===== src/rtl/uart_pkg.sv =====
// uart_pkg: shared encodings for the UART transmit arbiter.
// Holds the FSM state type and the byte width.
package uart_pkg;

  localparam int BYTE_W = 8;

  typedef enum logic [1:0] {
    IDLE      = 2'd0,
    ISSUE     = 2'd1,
    WAIT_BUSY = 2'd2,
    WAIT_DONE = 2'd3
  } state_t;

endpackage


===== src/rtl/uart_tx_arbiter_rr_pick.sv =====
// rr_pick: combinational round-robin select.
// Returns the first set req bit at or after ptr, wrapping mod N.
module rr_pick #(
  parameter int N = 4,
  parameter int W = $clog2(N)
) (
  input  logic [N-1:0] req,
  input  logic [W-1:0] ptr,
  output logic         valid,
  output logic [W-1:0] index
);

  logic [W:0]   sum;
  logic [W-1:0] cand;

  // scan from the far end so the nearest hit to ptr wins last
  always_comb begin
    valid = 1'b0;
    index = '0;
    sum   = '0;
    cand  = '0;
    for (int k = N - 1; k >= 0; k--) begin
      sum = {1'b0, ptr} + (W + 1)'(k);
      if (sum >= (W + 1)'(N)) begin
        sum = sum - (W + 1)'(N);
      end
      cand = sum[W-1:0];
      if (req[cand]) begin
        valid = 1'b1;
        index = cand;
      end
    end
  end

endmodule


===== src/rtl/uart_tx_arbiter.sv =====
// uart_tx_arbiter: round-robin, frame-locked sharing of one UART TX.
// Optional watchdog compiled in with TXARB_WATCHDOG_EN.
module uart_tx_arbiter
  import uart_pkg::*;
#(
  parameter int NREQ    = 4,
  parameter int TIMEOUT = 1024
) (
  input  logic                     clk,
  input  logic                     rst_n,
  input  logic [NREQ-1:0]          req,
  input  logic [BYTE_W*NREQ-1:0]   req_data,
  input  logic [NREQ-1:0]          req_last,
  output logic [NREQ-1:0]          req_ack,
  output logic [$clog2(NREQ)-1:0]  grant_id,
  output logic                     locked,
  output logic                     tx_start,
  output logic [BYTE_W-1:0]        tx_data,
  input  logic                     tx_busy,
  output logic                     err_timeout
);

  localparam int W = $clog2(NREQ);

  if (NREQ < 2 || NREQ > 8 || TIMEOUT < 2) begin : g_bad_cfg
    $error("uart_tx_arbiter: NREQ must be 2..8, TIMEOUT >= 2");
  end

  state_t         state;
  logic [W-1:0]   rr_ptr;
  logic [NREQ-1:0] mask;
  logic [W-1:0]   pick_ptr;
  logic [W-1:0]   pick_idx;
  logic           pick_valid;
  logic           wd_fire;
  logic           wd_release;

  function automatic logic [W-1:0] next_id(input logic [W-1:0] i);
    return (i == W'(NREQ - 1)) ? '0 : i + W'(1);
  endfunction

  // while a frame is open only the owner may win
  always_comb begin
    mask = req;
    if (locked) begin
      mask = req & (NREQ'(1) << grant_id);
    end
  end

  assign pick_ptr = locked ? grant_id : rr_ptr;

  rr_pick #(
    .N (NREQ),
    .W (W)
  ) u_pick (
    .req   (mask),
    .ptr   (pick_ptr),
    .valid (pick_valid),
    .index (pick_idx)
  );

`ifdef TXARB_WATCHDOG_EN
  localparam int CW = $clog2(TIMEOUT + 1);

  logic [CW-1:0] wd_cnt;
  logic          in_wait;
  logic          idle_hold;

  assign in_wait    = (state == WAIT_BUSY) || (state == WAIT_DONE);
  assign idle_hold  = (state == IDLE) && locked && !req[grant_id];
  assign wd_fire    = in_wait && (wd_cnt == CW'(TIMEOUT - 1));
  assign wd_release = idle_hold && (wd_cnt == CW'(TIMEOUT - 1));

  // watchdog: counts stalled handshakes and idle locked owners
  always_ff @(posedge clk) begin
    if (!rst_n) begin
      wd_cnt      <= '0;
      err_timeout <= 1'b0;
    end else begin
      err_timeout <= wd_fire;
      if (wd_fire || wd_release) begin
        wd_cnt <= '0;
      end else if (state == WAIT_DONE && !tx_busy) begin
        wd_cnt <= '0;
      end else if (in_wait || idle_hold) begin
        wd_cnt <= wd_cnt + 1'b1;
      end else begin
        wd_cnt <= '0;
      end
    end
  end
`else
  assign wd_fire     = 1'b0;
  assign wd_release  = 1'b0;
  assign err_timeout = 1'b0;
`endif

  // arbitration FSM with registered handshake outputs
  always_ff @(posedge clk) begin
    if (!rst_n) begin
      state    <= IDLE;
      rr_ptr   <= '0;
      grant_id <= '0;
      locked   <= 1'b0;
      tx_start <= 1'b0;
      tx_data  <= '0;
      req_ack  <= '0;
    end else begin
      tx_start <= 1'b0;
      req_ack  <= '0;
      if (wd_fire) begin
        locked <= 1'b0;
        rr_ptr <= next_id(grant_id);
        state  <= IDLE;
      end else begin
        unique case (state)
          IDLE: begin
            if (pick_valid) begin
              grant_id <= pick_idx;
              tx_data  <= req_data[pick_idx*BYTE_W +: BYTE_W];
              tx_start <= 1'b1;
              req_ack  <= NREQ'(1) << pick_idx;
              locked   <= ~req_last[pick_idx];
              if (req_last[pick_idx]) begin
                rr_ptr <= next_id(pick_idx);
              end
              state <= ISSUE;
            end else if (wd_release) begin
              locked <= 1'b0;
              rr_ptr <= next_id(grant_id);
            end
          end
          ISSUE: begin
            state <= WAIT_BUSY;
          end
          WAIT_BUSY: begin
            if (tx_busy) begin
              state <= WAIT_DONE;
            end
          end
          WAIT_DONE: begin
            if (!tx_busy) begin
              state <= IDLE;
            end
          end
          default: state <= IDLE;
        endcase
      end
    end
  end

endmodule


===== config.mk =====
export PLATFORM = sky130hd
export DESIGN_NAME = uart_tx_arbiter
export DESIGN_NICKNAME = d
export VERILOG_FILES = /design/src/rtl/uart_pkg.sv /design/src/rtl/uart_tx_arbiter_rr_pick.sv /design/src/rtl/uart_tx_arbiter.sv
export SDC_FILE = /design/constraint.sdc
export NUM_CORES = 1
export LEC_CHECK = 0
export CELL_PAD_IN_SITES_DETAIL_PLACEMENT = 1
export CELL_PAD_IN_SITES_GLOBAL_PLACEMENT = 1
export CORE_MARGIN = 2
export CORE_UTILIZATION = 25
export DETAILED_ROUTE_END_ITERATION = 10
export GPL_TIMING_DRIVEN = 0
export MAX_ROUTING_LAYER = met4
export PLACE_DENSITY = 0.67
export SETUP_SLACK_MARGIN = 0.2
export SLEW_MARGIN = 20
export SYNTH_ARGS = -nofsm -noshare
export SYNTH_HDL_FRONTEND = slang
export SYNTH_SLANG_ARGS = --single-unit

===== constraint.sdc =====
create_clock -name clk -period 2.24 [get_ports clk]
set_input_delay 0.448 -clock clk [delete_from_list [all_inputs] [get_ports clk]]
set_output_delay 0.448 -clock clk [all_outputs]
set_load 0.005 [all_outputs]

==> results of run 1 <==
[tightest hold or removal path: stages, from the launching register on]
cell and delay [ps]:
sky130_fd_sc_hd__dfxtp_1 310, sky130_fd_sc_hd__nand2_1 50, sky130_fd_sc_hd__o2bb2ai_1 60
[Yosys cell counts (4+ instances only)]
cell type	n	area (sq um)
sky130_fd_sc_hd__ha_1	4	50.1
sky130_fd_sc_hd__nor3_1	4	20.0
sky130_fd_sc_hd__o31ai_1	8	60.1
sky130_fd_sc_hd__inv_1	8	30.0
sky130_fd_sc_hd__a22o_1	8	70.1
sky130_fd_sc_hd__nand3_1	11	55.1
sky130_fd_sc_hd__o21ai_0	4	20.0
sky130_fd_sc_hd__dfxtp_1	20	400
sky130_fd_sc_hd__buf_2	6	30.0
sky130_fd_sc_hd__clkbuf_1	4	15.0
sky130_fd_sc_hd__o2bb2ai_1	8	70.1
sky130_fd_sc_hd__mux2i_1	8	80.1
sky130_fd_sc_hd__nand4_1	26	163
sky130_fd_sc_hd__nand2_1	20	75.1
sky130_fd_sc_hd__buf_4	6	45.0
[placed cells by master (no fill, tap or decap), drive strengths merged, types with 2 or more instances in the layout]
master	instances
nand2	20
a21o	2
a31oi	4
inv	8
dfxtp	20
a21boi	2
and3b	2
mux2i	10
ha	4
o21a	2
nand2b	2
o2bb2ai	8
nand4	26
or4	2
clkdlybuf4s15	3
a21oi	2
o31ai	9
nor3	5
o21ai	6
buf	50
o22ai	4
clkdlybuf4s50	53
nand3	11
o311a	2
a22o	8
clkinv	2
clkbuf	7
nor2	3
nor2b	3
[area by class of cell]
cell class              instances  area share
inverters                      10      0.0122
flip-flops and latches         20       0.131
plain buffers                  19      0.0635
repair buffers                 92       0.290
multi-input cells             153       0.449
clock buffers                   3      0.0130
well taps                      80      0.0316
clock inverters                 1     0.00947
[kinds of logic (layout without fill, tap and decap cells)]
group           after synthesis  after routing  share of synthesized area
fa+ha+maj                     4              4                     0.0292
flops                        20             20                      0.233
mux                          12             12                     0.0926
other cells                   1              1                    0.00219
compound gates               59             59                      0.296
simple gates                 77             77                      0.252
buf+inv                      29            125                     0.0941
[power breakdown]
group / internal [mW] / switching [mW] / leakage [nW] / total [mW]
registers: 0.526 / 0.131 / 0.167 / 0.657
logic: 2.02 / 1.90 / 1.01 / 3.91
clock network: 0.239 / 0.128 / 0.0357 / 0.366
[worst max path at each step]
stage	from	to	slack, ps	cells past startpoint
final	rr_ptr[1]$_SDFFE_PN0P_	tx_data[0]$_SDFFE_PN0P_	30	10
after global routing	rr_ptr[1]$_SDFFE_PN0P_	tx_data[0]$_SDFFE_PN0P_	-30	10
after CTS	locked$_SDFFE_PN0P_	rr_ptr[0]$_SDFFE_PN0P_	100	10
after detailed placement	req[2]	tx_data[7]$_SDFFE_PN0P_	-670	8
after global placement	req[0]	locked$_SDFFE_PN0P_	-610	8
after floorplan	req[1]	rr_ptr[0]$_SDFFE_PN0P_	150	10
[registers in the layout, summed over array words and instances (netlist names)]
| name | cells |
|---|---|
| tx_data | 8 |
| req_ack | 4 |
| grant_id | 2 |
| rr_ptr | 2 |
| state | 2 |
| locked | 1 |
| tx_start | 1 |
[what timing repair did]
action | in CTS | in global routing
buffers inserted | 26 | 6
gates resized for setup | 62 | 30
endpoints found under the setup margin | 20 | 16
cloned | 3 | 1
hold buffers | 0 | 0
pin swaps | 14 | 19
[metal layers]
metal	vias to the layer above	track usage	routed length, microns
met3	16	0.0143	277
met5	-	-	0
met1	1003	0.218	2920
met2	60	0.300	3530
li1	986	-	-
met4	0	0.0526	152
[metrics by stage]
step / hold slack [ps] / instances / worst slack [ps] / setup TNS (ps)
global placement: 451 / 338 / -614 / -10050
detailed placement: 454 / 338 / -667 / -10700
finish: 462 / 378 / 27.1 / 0
floorplan: 458 / 202 / 150 / 0
CTS: 466 / 371 / 98.1 / 0
global route: 496 / 378 / -34.9 / -88.0
==> run summary, run 1 <==
The run finished with clean final reports. Along the worst hold path, the cell count comes to 2. The initialized floorplan defines 30 standard-cell rows. The starting utilization of the core area is 0.255. Along the worst path, the maximum fanout reaches 7.

The static leakage is 1.22 nW, and the combined global-route utilization of all metal layers is 0.175. Summed over all layers, the routed wires come to 6.87 mm. Synthesis handed over a netlist of 202 instances.

Top flip-flop cell by instance count after synthesis: sky130_fd_sc_hd__dfxtp_1. The area of the multi-input gates came out at 1420 sq um. The number of clock sinks is 20. The run gives 3170 sq um as the area of all placed cells without fillers. The logs give 0 for the final number of hold-violating endpoints and 0 for the number of maximum-capacitance violations.

For this block, the initial DRC count from the detailed router was 55. In the final layout, flip-flops and latches occupy 414 sq um. Setup repair after global routing could not meet its margin everywhere. The first global-routing pass estimated 10.3 mm of wire.

TritonCTS built the clock tree. The detail route stage leaves a number of antenna-violating nets equal to 0. The total of fill cells in the finished design was 756. The worst hold path belongs to the class reg2reg.

The maximum level of the CTS H-tree is 1, and the layout cell share with drive strength beyond 1 is 0.396. During I/O placement, the number of pins put on the boundary was 60. Using the TritonRoute via totals, the vias-per-cell ratio works out to 5.46.

For the maximum number of pins on one net before global-route repair, the log shows 13. After detailed routing, the average wire length per cell comes to 18.2 microns. STA puts the critical path data required time at 2390 ps. The most frequent cell on the critical path is sky130_fd_sc_hd__buf_6. At the end of routability-driven placement, the weighted congestion stood at 0.868.

In this run, distinct cell masters in the synthesized netlist total 53. The startpoint class of the critical path was a flop. The total via count in the routed design came out at 2,065. Based on the critical path, the design can be clocked at up to 452 MHz.

The initial antenna violation count is 0. The tree is rooted in a sky130_fd_sc_hd__clkbuf_8. In this run, synthesis inferred 0 flip-flops with an integrated enable. The net count after synthesis is 249. The run gives 0 as the max-slew violation total from the final report. The share of flip-flops with an asynchronous set or reset came out at 0. The worst hold path terminates at tx_data[2]$_SDFFE_PN0P_. The tools report the number of warning messages in the yosys log as 0.

Worst vdd rail ir drop: 419 uV. The wire-length estimate of the detail-placed layout is 4.46 mm. For this run, design rule violations remaining after detail routing come to 0. Setup violations remaining at the end of the flow were counted as 0. The depth of the most critical reg-to-reg path is 10, and the number of nets in the layout is 346. The part of the cycle the worst path needs is 0.988.

Input and output buffers added on the ports amount to 56. The post-route clock skew came out at 6.99 ps. STA classifies the critical path endpoint as a flop. The tools report the share of the core filled with cells as 0.472. Walking the worst path, the cells encountered are buf_6 -> or3b_4 -> a21o_4 -> o21ai_2 -> o221a_4 -> buf_8 -> buf_6 -> a22o_1 -> nand3_1 -> o2bb2ai_1.

The slowest stage of the critical path belongs to the cell sky130_fd_sc_hd__or3b_4. No sink is reached through more buffers than the 2 on the longest clock path. After global routing the overflow that remains totals 0. The post-CTS clock slew at the launch and capture registers of the worst setup and hold paths is 80 ps.

The run gives 30 ps as the reg2reg setup slack. For the endpoint arrival time on the critical path, the log shows 2360 ps. The largest single stage delay on the critical path is 400 ps.

The number of antenna diodes in the final layout is 0. On the critical path the largest part of the delay comes from compound AO/OA/AOI/OAI gates. The critical path contains buffers and inverters numbering 3 combined. Minimum clock period after layout: 2210 ps. Total power for the finished layout comes to 4.93 mW. The die covers 7540 sq um. For the proportion of synthesized chip area in sequential cells, the log shows 0.233. Launching point of the worst reg2reg path: rr_ptr[1]$_SDFFE_PN0P_.

In this run the critical register-to-register path is captured at tx_data[0]$_SDFFE_PN0P_. The width of the die was 86.8 microns; the placeable core region was 6720 sq um. In this run the power density over the cells is 1560 nW/um^2. The layout overhead on the synthesized area works out to 84.8%. The critical path is of the reg2reg type. From bottom edge to top edge, the die measures 86.8 microns. The logs give 1720 sq um for the cell area after synthesis and 260 ps for the clock latency at the later pin of the worst-skew pair.

Post-synthesis area per instance: 8.49 sq um. The startpoint identified for the worst hold timing path is tx_data[2]$_SDFFE_PN0P_. For the number of global-route vias before repair, the log shows 2,067. Synthesis inferred 20 register bits. The logs give 4 for the first-pass detailed-route iteration total and 3 for the TritonCTS buffer count.

Summing all placed instances gives a cell area of 2410 sq um.
(Power assumes the default switching activity.)
==> run 2: changes to the inputs <==
--- a/config.mk
+++ b/config.mk
@@ -10,7 +10,7 @@
 export CORE_MARGIN = 2
 export CORE_UTILIZATION = 25
 export DETAILED_ROUTE_END_ITERATION = 10
-export GPL_TIMING_DRIVEN = 0
+export HOLD_SLACK_MARGIN = 0.1
 export MAX_ROUTING_LAYER = met4
 export PLACE_DENSITY = 0.67
 export SETUP_SLACK_MARGIN = 0.2
==> run summary, run 2 (synthesis results as in run 1) <==
The flow ran to the end, and the final reports show no timing, DRC or antenna violations. The layout overhead on the synthesized area came out at 80.5%. The number of flip-flops in the largest register was 8 (unchanged). The tools report the endpoint arrival time on the critical path as 2330 ps (-30 ps). For the maximum level of the CTS H-tree, the log shows 1 (unchanged).

For hold timing, the worst endpoint is tx_data[2]$_SDFFE_PN0P_. The placeable core region was 6720 sq um (unchanged). Traced cell by cell, the critical path runs through buf_6 -> or3b_4 -> a21o_1 -> o2111ai_2 -> o221a_4 -> clkbuf_16 -> a22o_1 -> nand3_2 -> o2bb2ai_2. Part of the cycle the worst path needs: 0.971 (-0.0169).

In the final layout, the registers with the most flip-flops are tx_data x8, req_ack x4. The power density relative to cell area is 1520 nW/um^2 (-2.2%), and the reg2reg setup slack is 70 ps (+40 ps). The placement row count came out at 30 (unchanged).

The final number of hold-violating endpoints was 0 (unchanged); the peak fanout along the critical path was 5 (-2). The smallest setup slack after layout was 65.1 ps (+38.0 ps). The largest buffer count on any clock path is 2 (unchanged), and the setup TNS is 0 ps (unchanged). The tools report the maximum frequency from static timing analysis as 460 MHz (+1.7%). The leading cell type in the layout, fill and taps excluded is sky130_fd_sc_hd__clkdlybuf4s50_1. The worst vdd rail ir drop came out at 515 uV (+23%). The critical path in this run is classified as reg2reg. The library cells used most frequently in the layout, excluding fill and tap cells, are sky130_fd_sc_hd__clkdlybuf4s50_1 (54), sky130_fd_sc_hd__buf_4 (44), sky130_fd_sc_hd__nand4_1 (26), sky130_fd_sc_hd__nand2_1 (18), sky130_fd_sc_hd__dfxtp_1 (15). The logs give 0 (unchanged) for the count of inserted antenna diode cells and 3100 sq um (-2.3%) for the area of all placed cells without fillers. The tools report the number of placed I/O pins as 60 (unchanged).

The tools report the clock tree root buffer cell as sky130_fd_sc_hd__clkbuf_8. The tools report the setup slack after placement as -559 ps (+108 ps). The slowest stage of the critical path is the sky130_fd_sc_hd__or3b_4 cell. For the post-route clock skew, the log shows 10.4 ps (+3.37 ps).

The initial antenna violation count is 0 (unchanged). The quantity of hold-fixing buffers added after cts was 0 (unchanged). The worst setup path is captured at a flop.

The depth of the most critical reg-to-reg path is 9 (-1), and the post-CTS clock slew at the launch and capture registers of the worst setup and hold paths is 80 ps (about the same). The kind of cell with the highest combined delay on the critical path was compound AO/OA/AOI/OAI gates. The count of final setup violators is 0 (unchanged), and the TritonCTS buffer count is 3 (unchanged). The biggest cell delay along the critical path was 420 ps (+20 ps). The capture instance of the worst register-to-register path was tx_data[4]$_SDFFE_PN0P_.

Setup repair after global routing could not meet its margin everywhere. The HPWL after detailed placement came out at 4.68 mm (+4.9%). Number of antenna-violating nets in the routed design: 0 (unchanged).

The logs give 1,978 (-4.3%) for the number of global-route vias before repair and 4.72 mW (-4.4%) for the overall power consumption. The hold path startpoint is tx_data[2]$_SDFFE_PN0P_. For the number of nets in the layout, the log shows 350 (+1.2%). The die outline area is 7540 sq um (unchanged), and the total via count in the routed design is 1,991 (-3.6%). The startpoint class of the critical path is a flop. The global-route wire length before repair was 9.60 mm (-6.7%); the number of maximum-capacitance violations was 0 (unchanged). Chip height: 86.8 microns (unchanged). The static leakage was 1.22 nW (+0.43%); the combined global-route utilization of all metal layers was 0.163 (-0.0121).

The width of the die was 86.8 microns (unchanged); the maximum number of pins on one net before global-route repair was 21 (+8). For the final weighted congestion in routability-driven placement, the log shows 0.838 (-3.4%). The mean number of vias per cell works out to 5.21 (-4.6%).

The classification of the worst-slack hold path is reg2reg. The total buffers and inverters traversed by the critical path is 2 (-1). For the max-slew violation total from the final report, the log shows 0 (unchanged). For the first-pass detailed-route iteration total, the log shows 4 (unchanged).

Ranked by flip-flop count, first place goes to tx_data. The share of the core filled with cells was 0.461 (-0.0110); the routed length per instance was 16.8 microns (-7.5%). The starting utilization of the core area came out at 0.255 (unchanged). The launching point of the worst reg2reg path was rr_ptr[1]$_SDFFE_PN0P_. The count of routing violations after the opening detailed-route iteration was 55 (unchanged); the minimum clock period after layout was 2170 ps (-38.0 ps). The run gives 2390 ps (about the same) as the critical path required time. The layout cell share with drive strength beyond 1 works out to 0.384 (-0.0119). The cell count of the worst hold path was 2 (unchanged). For the residual DRC count, the log shows 0 (unchanged). The tools report the post-detailed-placement cell area as 2680 sq um (+11%).

The number of clock sinks was 20 (unchanged). The quantity of I/O buffers inserted on ports is 58 (+3.6%). TritonCTS built the clock tree. The logs give 0 (unchanged) for the sum of overflow across all layers after global routing and 260 ps (about the same) for the clock latency at the later pin of the worst-skew pair. The routed wire length was 6.43 mm (-6.5%).
## run 2: cell types whose count changed in the layout (fill, tap and decap cells not counted), moves of 2 or more
cell,previous run,this run
sky130_fd_sc_hd__buf_4,28,44
sky130_fd_sc_hd__buf_6,14,5
sky130_fd_sc_hd__buf_12,1,6
sky130_fd_sc_hd__buf_8,4,0
sky130_fd_sc_hd__o21ai_1,0,3
sky130_fd_sc_hd__clkbuf_1,2,0
sky130_fd_sc_hd__mux2i_1,3,5
sky130_fd_sc_hd__nand2_1,16,18
sky130_fd_sc_hd__o21ai_0,3,1
sky130_fd_sc_hd__o31ai_1,5,7
sky130_fd_sc_hd__o31ai_2,4,2
## run 2: worst max path at each step
| stage | start | to | slack, ps | cells past startpoint |
|---|---|---|---|---|
| after floorplan | req[1] | rr_ptr[0]$_SDFFE_PN0P_ | 150 | 10 |
| after CTS | rr_ptr[1]$_SDFFE_PN0P_ | tx_data[3]$_SDFFE_PN0P_ | 130 | 10 |
| final | rr_ptr[1]$_SDFFE_PN0P_ | tx_data[4]$_SDFFE_PN0P_ | 70 | 9 |
| after global routing | rr_ptr[1]$_SDFFE_PN0P_ | tx_data[4]$_SDFFE_PN0P_ | 7 | 10 |
| after global placement | req[2] | tx_data[4]$_SDFFE_PN0P_ | -510 | 9 |
| after detailed placement | req[2] | tx_data[3]$_SDFFE_PN0P_ | -560 | 9 |
## run 2: worst min-delay path, delay by kind of cell, from the launching register on
kind | cells | cell delay, ps
AOI/OAI and AO/OA | 1 | 60
DFF | 1 | 320
and+or+nand+nor | 1 | 50
## run 2: what timing repair did
action | CTS | global route
setup buffers | 7 | 5
endpoints found under the setup margin | 20 | 19
endpoints found under the hold margin | 0 | 0
pin swaps | 6 | 30
resized for setup | 38 | 29
cloned | 1 | 1
## run 2: layout make-up
type                            count  area [sq um]
Fill cell                         785          3620
Multi-Input combinational cell    153          1350
Timing Repair Buffer              115          1140
Sequential cell                    20           417
Tap cell                           80           100
Clock buffer                        4          55.1
Inverter                           10          41.3
## run 2: routing by layer
layer,part of all wire,GRT usage
met1,0.44,0.205
met2,0.52,0.279
met3,0.024,0.0143
met4,0.013,0.0440
met5,0,-
## run 2: metrics by stage
stage,std cells,hold WS (ps)
after global placement,364,449
after detailed placement,364,460
final,382,469
after floorplan,202,458
after CTS,376,474
after global routing,382,498
## run 2: power breakdown
| group | switching, mW | internal (mW) | total, mW |
|---|---|---|---|
| Clock | 0.121 | 0.156 | 0.277 |
| Combinational | 1.76 | 2.00 | 3.76 |
| Sequential | 0.146 | 0.529 | 0.675 |
